--- config.mk ---
export PLATFORM = sky130hd
export DESIGN_NAME = reg_file_port_arbiter
export DESIGN_NICKNAME = d
export VERILOG_FILES = /design/src/rtl/reg_file_port_arbiter_pkg.sv /design/src/rtl/reg_file_port_arbiter_rr_arbiter.sv /design/src/rtl/reg_file_port_arbiter.sv
export SDC_FILE = /design/constraint.sdc
export NUM_CORES = 1
export LEC_CHECK = 0
export BUFFER_PORTS_ARGS = -buffer_cell sky130_fd_sc_hd__buf_4
export CELL_PAD_IN_SITES_DETAIL_PLACEMENT = 0
export CELL_PAD_IN_SITES_GLOBAL_PLACEMENT = 2
export CORE_AREA = 4 4 87 89
export DETAILED_ROUTE_END_ITERATION = 7
export DIE_AREA = 0 0 91 93
export HOLD_SLACK_MARGIN = 0.12
export PLACE_DENSITY = 0.9
export SLEW_MARGIN = 20
export SYNTH_ARGS = -nofsm -noshare
export SYNTH_HDL_FRONTEND = slang
export SYNTH_HIERARCHICAL = 1
export SYNTH_SLANG_ARGS = --single-unit
--- constraint.sdc ---
create_clock -name clock -period 8 [get_ports clock]
set_clock_uncertainty 0.2 [all_clocks]
set_input_delay 1.6 -clock clock [delete_from_list [all_inputs] [get_ports clock]]
set_output_delay 1.6 -clock clock [all_outputs]
set_load 0.01 [all_outputs]
--- src/rtl/reg_file_port_arbiter_pkg.sv ---
// Shared types for the register-file port arbiter: read-FSM states and pointer sizing.
// No logic; imported by the arbiter top and its round-robin sub-module.
package reg_file_port_arbiter_pkg;

  typedef enum logic {
    RD_IDLE = 1'b0,
    RD_PEND = 1'b1
  } rd_state_e;

  // Pointer width; never narrower than one bit so NUM_REQ=2 still has a register.
  function automatic int ptr_w(input int n);
    return (n > 2) ? $clog2(n) : 1;
  endfunction

endpackage

--- src/rtl/reg_file_port_arbiter_rr_arbiter.sv ---
// Round-robin picker: combinational one-hot grant searching upward from ptr_q, 0 cycles.
// Pointer moves past the winner only on adv_i; a caller holding off the grant just clears req_i.
module rr_arbiter
  import reg_file_port_arbiter_pkg::*;
#(
  parameter int NUM_REQ = 2
) (
  input  logic               clock,
  input  logic               reset_n,
  input  logic [NUM_REQ-1:0] req_i,
  input  logic               adv_i,
  output logic [NUM_REQ-1:0] gnt_o
);

  localparam int PW = ptr_w(NUM_REQ);

  logic [PW-1:0] ptr_q, ptr_d;
  logic [PW-1:0] win;
  logic          found;
  int            idx;

  always_comb begin
    gnt_o = '0;
    win   = '0;
    found = 1'b0;
    idx   = 0;
    for (int k = 0; k < NUM_REQ; k++) begin
      idx = int'(ptr_q) + k;
      if (idx >= NUM_REQ) idx = idx - NUM_REQ;
      if (!found && req_i[idx]) begin
        found      = 1'b1;
        gnt_o[idx] = 1'b1;
        win        = PW'(idx);
      end
    end
  end

  // Explicit wrap so non-power-of-two NUM_REQ never reaches an unused code.
  always_comb begin
    ptr_d = ptr_q;
    if (adv_i) ptr_d = (win == PW'(NUM_REQ - 1)) ? '0 : win + PW'(1);
  end

  always_ff @(posedge clock or negedge reset_n) begin
    if (!reset_n) ptr_q <= '0;
    else          ptr_q <= ptr_d;
  end

endmodule

--- src/rtl/reg_file_port_arbiter.sv ---
// Shares a 1R/1W register file among NUM_REQ requesters: write grant is 0-cycle, read response is
// registered 1 cycle later with write-first bypass; a pending response blocks new reads until accepted.
module reg_file_port_arbiter
  import reg_file_port_arbiter_pkg::*;
#(
  parameter int NUM_REQ = 2,
  parameter int DATA_W  = 16,
  parameter int ADDR_W  = 1
) (
  input  logic                      clock,
  input  logic                      reset_n,
  input  logic [NUM_REQ-1:0]        wr_valid_in,
  input  logic [NUM_REQ*ADDR_W-1:0] wr_addr_in,
  input  logic [NUM_REQ*DATA_W-1:0] wr_data_in,
  output logic [NUM_REQ-1:0]        wr_ready_out,
  input  logic [NUM_REQ-1:0]        rd_valid_in,
  input  logic [NUM_REQ*ADDR_W-1:0] rd_addr_in,
  output logic [NUM_REQ-1:0]        rd_ready_out,
  output logic [NUM_REQ-1:0]        rsp_valid_out,
  output logic [DATA_W-1:0]         rsp_data_out,
  input  logic [NUM_REQ-1:0]        rsp_ready_in,
  output logic                      rf_wen_out,
  output logic [ADDR_W-1:0]         rf_waddr_out,
  output logic [DATA_W-1:0]         rf_d_out,
  output logic [ADDR_W-1:0]         rf_raddr_out,
  input  logic [DATA_W-1:0]         rf_a_in
);

  rd_state_e            state_q, state_d;
  logic [NUM_REQ-1:0]   rsp_valid_q, rsp_valid_d;
  logic [DATA_W-1:0]    rsp_data_q, rsp_data_d;

  logic [NUM_REQ-1:0]   wr_req, wr_gnt;
  logic [NUM_REQ-1:0]   rd_req, rd_gnt;
  logic                 rsp_acc, rd_open, rd_xfer;
  logic [DATA_W-1:0]    rdata;

  // Grants are suppressed while reset_n is low so no write can reach the file.
  assign wr_req = wr_valid_in & {NUM_REQ{reset_n}};

  rr_arbiter #(.NUM_REQ(NUM_REQ)) u_wr_arb (
    .clock   (clock),
    .reset_n (reset_n),
    .req_i   (wr_req),
    .adv_i   (|wr_gnt),
    .gnt_o   (wr_gnt)
  );

  assign wr_ready_out = wr_gnt;
  assign rf_wen_out   = |(wr_valid_in & wr_gnt);

  always_comb begin
    rf_waddr_out = '0;
    rf_d_out     = '0;
    for (int i = 0; i < NUM_REQ; i++) begin
      if (wr_gnt[i]) begin
        rf_waddr_out = wr_addr_in[i*ADDR_W +: ADDR_W];
        rf_d_out     = wr_data_in[i*DATA_W +: DATA_W];
      end
    end
  end

  // Reads open in IDLE, or in PEND on the cycle the held response is taken (back-to-back).
  assign rsp_acc = |(rsp_valid_q & rsp_ready_in);
  assign rd_open = (state_q == RD_IDLE) || rsp_acc;
  assign rd_req  = rd_valid_in & {NUM_REQ{reset_n & rd_open}};

  rr_arbiter #(.NUM_REQ(NUM_REQ)) u_rd_arb (
    .clock   (clock),
    .reset_n (reset_n),
    .req_i   (rd_req),
    .adv_i   (|rd_gnt),
    .gnt_o   (rd_gnt)
  );

  assign rd_ready_out = rd_gnt;
  assign rd_xfer      = |(rd_valid_in & rd_gnt);

  always_comb begin
    rf_raddr_out = '0;
    for (int i = 0; i < NUM_REQ; i++) begin
      if (rd_gnt[i]) rf_raddr_out = rd_addr_in[i*ADDR_W +: ADDR_W];
    end
  end

  assign rdata = (rf_wen_out && (rf_waddr_out == rf_raddr_out)) ? rf_d_out : rf_a_in;

  always_comb begin
    state_d     = state_q;
    rsp_valid_d = rsp_valid_q;
    rsp_data_d  = rsp_data_q;
    unique case (state_q)
      RD_IDLE: begin
        if (rd_xfer) begin
          rsp_valid_d = rd_gnt;
          rsp_data_d  = rdata;
          state_d     = RD_PEND;
        end
      end
      RD_PEND: begin
        if (rsp_acc) begin
          if (rd_xfer) begin
            rsp_valid_d = rd_gnt;
            rsp_data_d  = rdata;
          end else begin
            rsp_valid_d = '0;
            state_d     = RD_IDLE;
          end
        end
      end
      default: state_d = RD_IDLE;
    endcase
  end

  always_ff @(posedge clock or negedge reset_n) begin
    if (!reset_n) begin
      state_q     <= RD_IDLE;
      rsp_valid_q <= '0;
      rsp_data_q  <= '0;
    end else begin
      state_q     <= state_d;
      rsp_valid_q <= rsp_valid_d;
      rsp_data_q  <= rsp_data_d;
    end
  end

  assign rsp_valid_out = rsp_valid_q;
  assign rsp_data_out  = rsp_data_q;

endmodule

==> qor.csv <==
metric,value,unit
status,"finished, final reports clean",
layout_commonest_cell,buf_4,
hold_class,register to register,
num_vias,1774,
htreeDepth,1,
cp_max_fo,40,
synth_area,1590,um^2
cap_violations,0,
start_kind,input port,
relSlewSlack,32.5,%
clk-insertion-delay-late,0.25,ns
grt_use_met3,1.93,%
tightest_slew,1.01,ns
worstPathRequired,6.20,ns
worstReg2RegEnd,rsp_data_out[11],
first_global_vias,1728,
synth.area.top_cells,"dfrtp_1 (33%), a221o_1 (11%), a22o_1 (8.8%), o31ai_2 (7.9%), a31oi_1 (7.1%)",
min_path_cells,2,
cts_hold_buf,0,
crit_arrival,3.91,ns
n_antenna_cell,0,
rsz0062_at_grt,false,
coreArea,6760,um^2
grt_util_met2,18.6,%
syn2layout_area_growth,52.2,%
die_area,8460,um^2
min_period_over_period,71.4,%
final_cell_mix,"buf_4 (101), nand2_1 (22), dfrtp_1 (21)",
yosysTopAreaCell,dfrtp_1,
worstRegToRegCells,6,
drive_above_1_share,47.1,%
routabilityCongestion,0.771,
place_ws,2.27,ns
drtPass1Iterations,4,
avgSynthCellArea,9.15,um^2
yosysWarnings,6,
viasPerCell,5.17,
end_kind,primary output,
finalHoldViolCount,0,
die_x,91,um
antenna_found_initial,0,
first_iter_violations,114,
synth_top_area_share,33.0,%
cts-buffers-inserted,3,
cts_tree,done,
fin_nets,324,
ant_nets,0,
drv_slew,0,
leakagePower,1.15,nW
num_rows,30,
path_clk_slew,0.07,ns
power_density,205,nW/um^2
gr-total-overflow,0,
cts_sinks,21,
grt_pass1_wl,8490,um
holdPathEnd,rsp_data_out[5],
nFillCells,697,
tns,0,ns
finalSetupViolations,0,
synth_cell_types,30,
root_buffer,clkbuf_8,
fin_crit,5.71,ns
grt_util_met1,17.6,%
syn_inst,174,
dp_hpwl,4320,um
busiest_layer,met2,
gr-usage-all-layers,12.2,%
ys_seq_elements,21,
start_util,23.6,%
cts_setup_buffers,0,
synth_nets,234,
worstHoldStart,rsp_data_out[5],
ios,101,
wl_per_cell,15.7,um
rrSetupSlack,4.57,ns
layout_setup_ws,2.29,ns
die_h,93,um
port_buffers,100,
max_freq,175,MHz
ir_worst_vdd,0.0503,mV
drc,0,
routed_wl,5400,um
worst-setup-path-type,input port to primary output,
cts_resized,0,
seq_area_frac_synth,33.0,%
grt_max_degree,41,
cts.path.max_buffers,2,
[how the worst max path moves through the flow]
stage | from | endpoint | slack (ns) | cells after the start
finish | reset_n | rf_d_out[11] | 2.29 | 7
global route | reset_n | rf_d_out[9] | 2.05 | 7
CTS | reset_n | rf_d_out[11] | 2.27 | 7
detailed placement | reset_n | rf_d_out[11] | 2.27 | 7
global placement | reset_n | rf_wen_out | 2.28 | 7
floorplan | reset_n | rf_d_out[0] | 2.80 | 6
[layout make-up]
class	count	area [um^2]	share of cell area, %
Clock buffer	4	45.0	1.86
Sequential cell	21	526	21.7
Timing Repair Buffer	101	758	31.3
Multi-Input combinational cell	136	991	40.9
Tap cell	80	100	4.13
Inverter	1	3.75	0.155
[cells in the mapped netlist, drive strengths merged]
cell    count
nand2      23
dfrtp      21
a31oi      18
a221o      17
a22o       16
nor3       16
o31ai      16
clkbuf     10
buf         6
and2        5
nand2b      3
a21boi      2
a221oi      2
a22oi       2
a32o        2
and3        2
nand3b      2
nor2        2
o21ai       2
or2         2
a21bo       1
and2b       1
and3b       1
inv         1
o211ai      1
[report_power, final]
part / total [mW] / switching, mW / internal, mW
clock network: 0.0663 / 0.0310 / 0.0353
logic: 0.254 / 0.125 / 0.129
registers: 0.177 / 0.0255 / 0.151
[routing by layer]
metal	part of all wire, %	wire (um)
met5	0	0
met4	1.1	57
met3	5.0	270
met2	45	2410
met1	49	2660
[flip-flops by register name, summed over array words and instances, names as in the netlist, named ones only]
name           flops
rsp_valid_out      2
state_q            1
rsp_data_out      16
[critical path: stages]
cell	delay, ns
buf_4	0.27
and2_1	0.19
nand2b_1	0.08
and2_2	0.42
and2b_1	0.96
a22o_1	0.24
buf_4	0.12
[cell families (layout without fill, tap and decap cells)]
| kind of cell | count (synthesis) | in the layout | synth area share (%) |
|---|---|---|---|
| and+or+nand+nor | 57 | 57 | 17.9 |
| AOI/OAI and AO/OA | 79 | 79 | 44.3 |
| buffers and inverters | 17 | 106 | 4.79 |
| DFF | 21 | 21 | 33.0 |
[metrics by stage]
step / utilization, % / area [um^2] / std cells / hold slack [ns] / power, mW
after floorplan: - / 1590 / 174 / 0.317 / 0.306
after detailed placement: 35.1 / 2370 / 338 / 0.270 / 0.437
after global routing: 35.9 / 2420 / 343 / 0.316 / 0.539
after global placement: 35.1 / 2370 / 338 / 0.264 / 0.434
final: 35.9 / 2420 / 343 / 0.286 / 0.497
after CTS: 35.8 / 2420 / 342 / 0.287 / 0.505
Note: power is estimated with default switching activity, not from simulation.
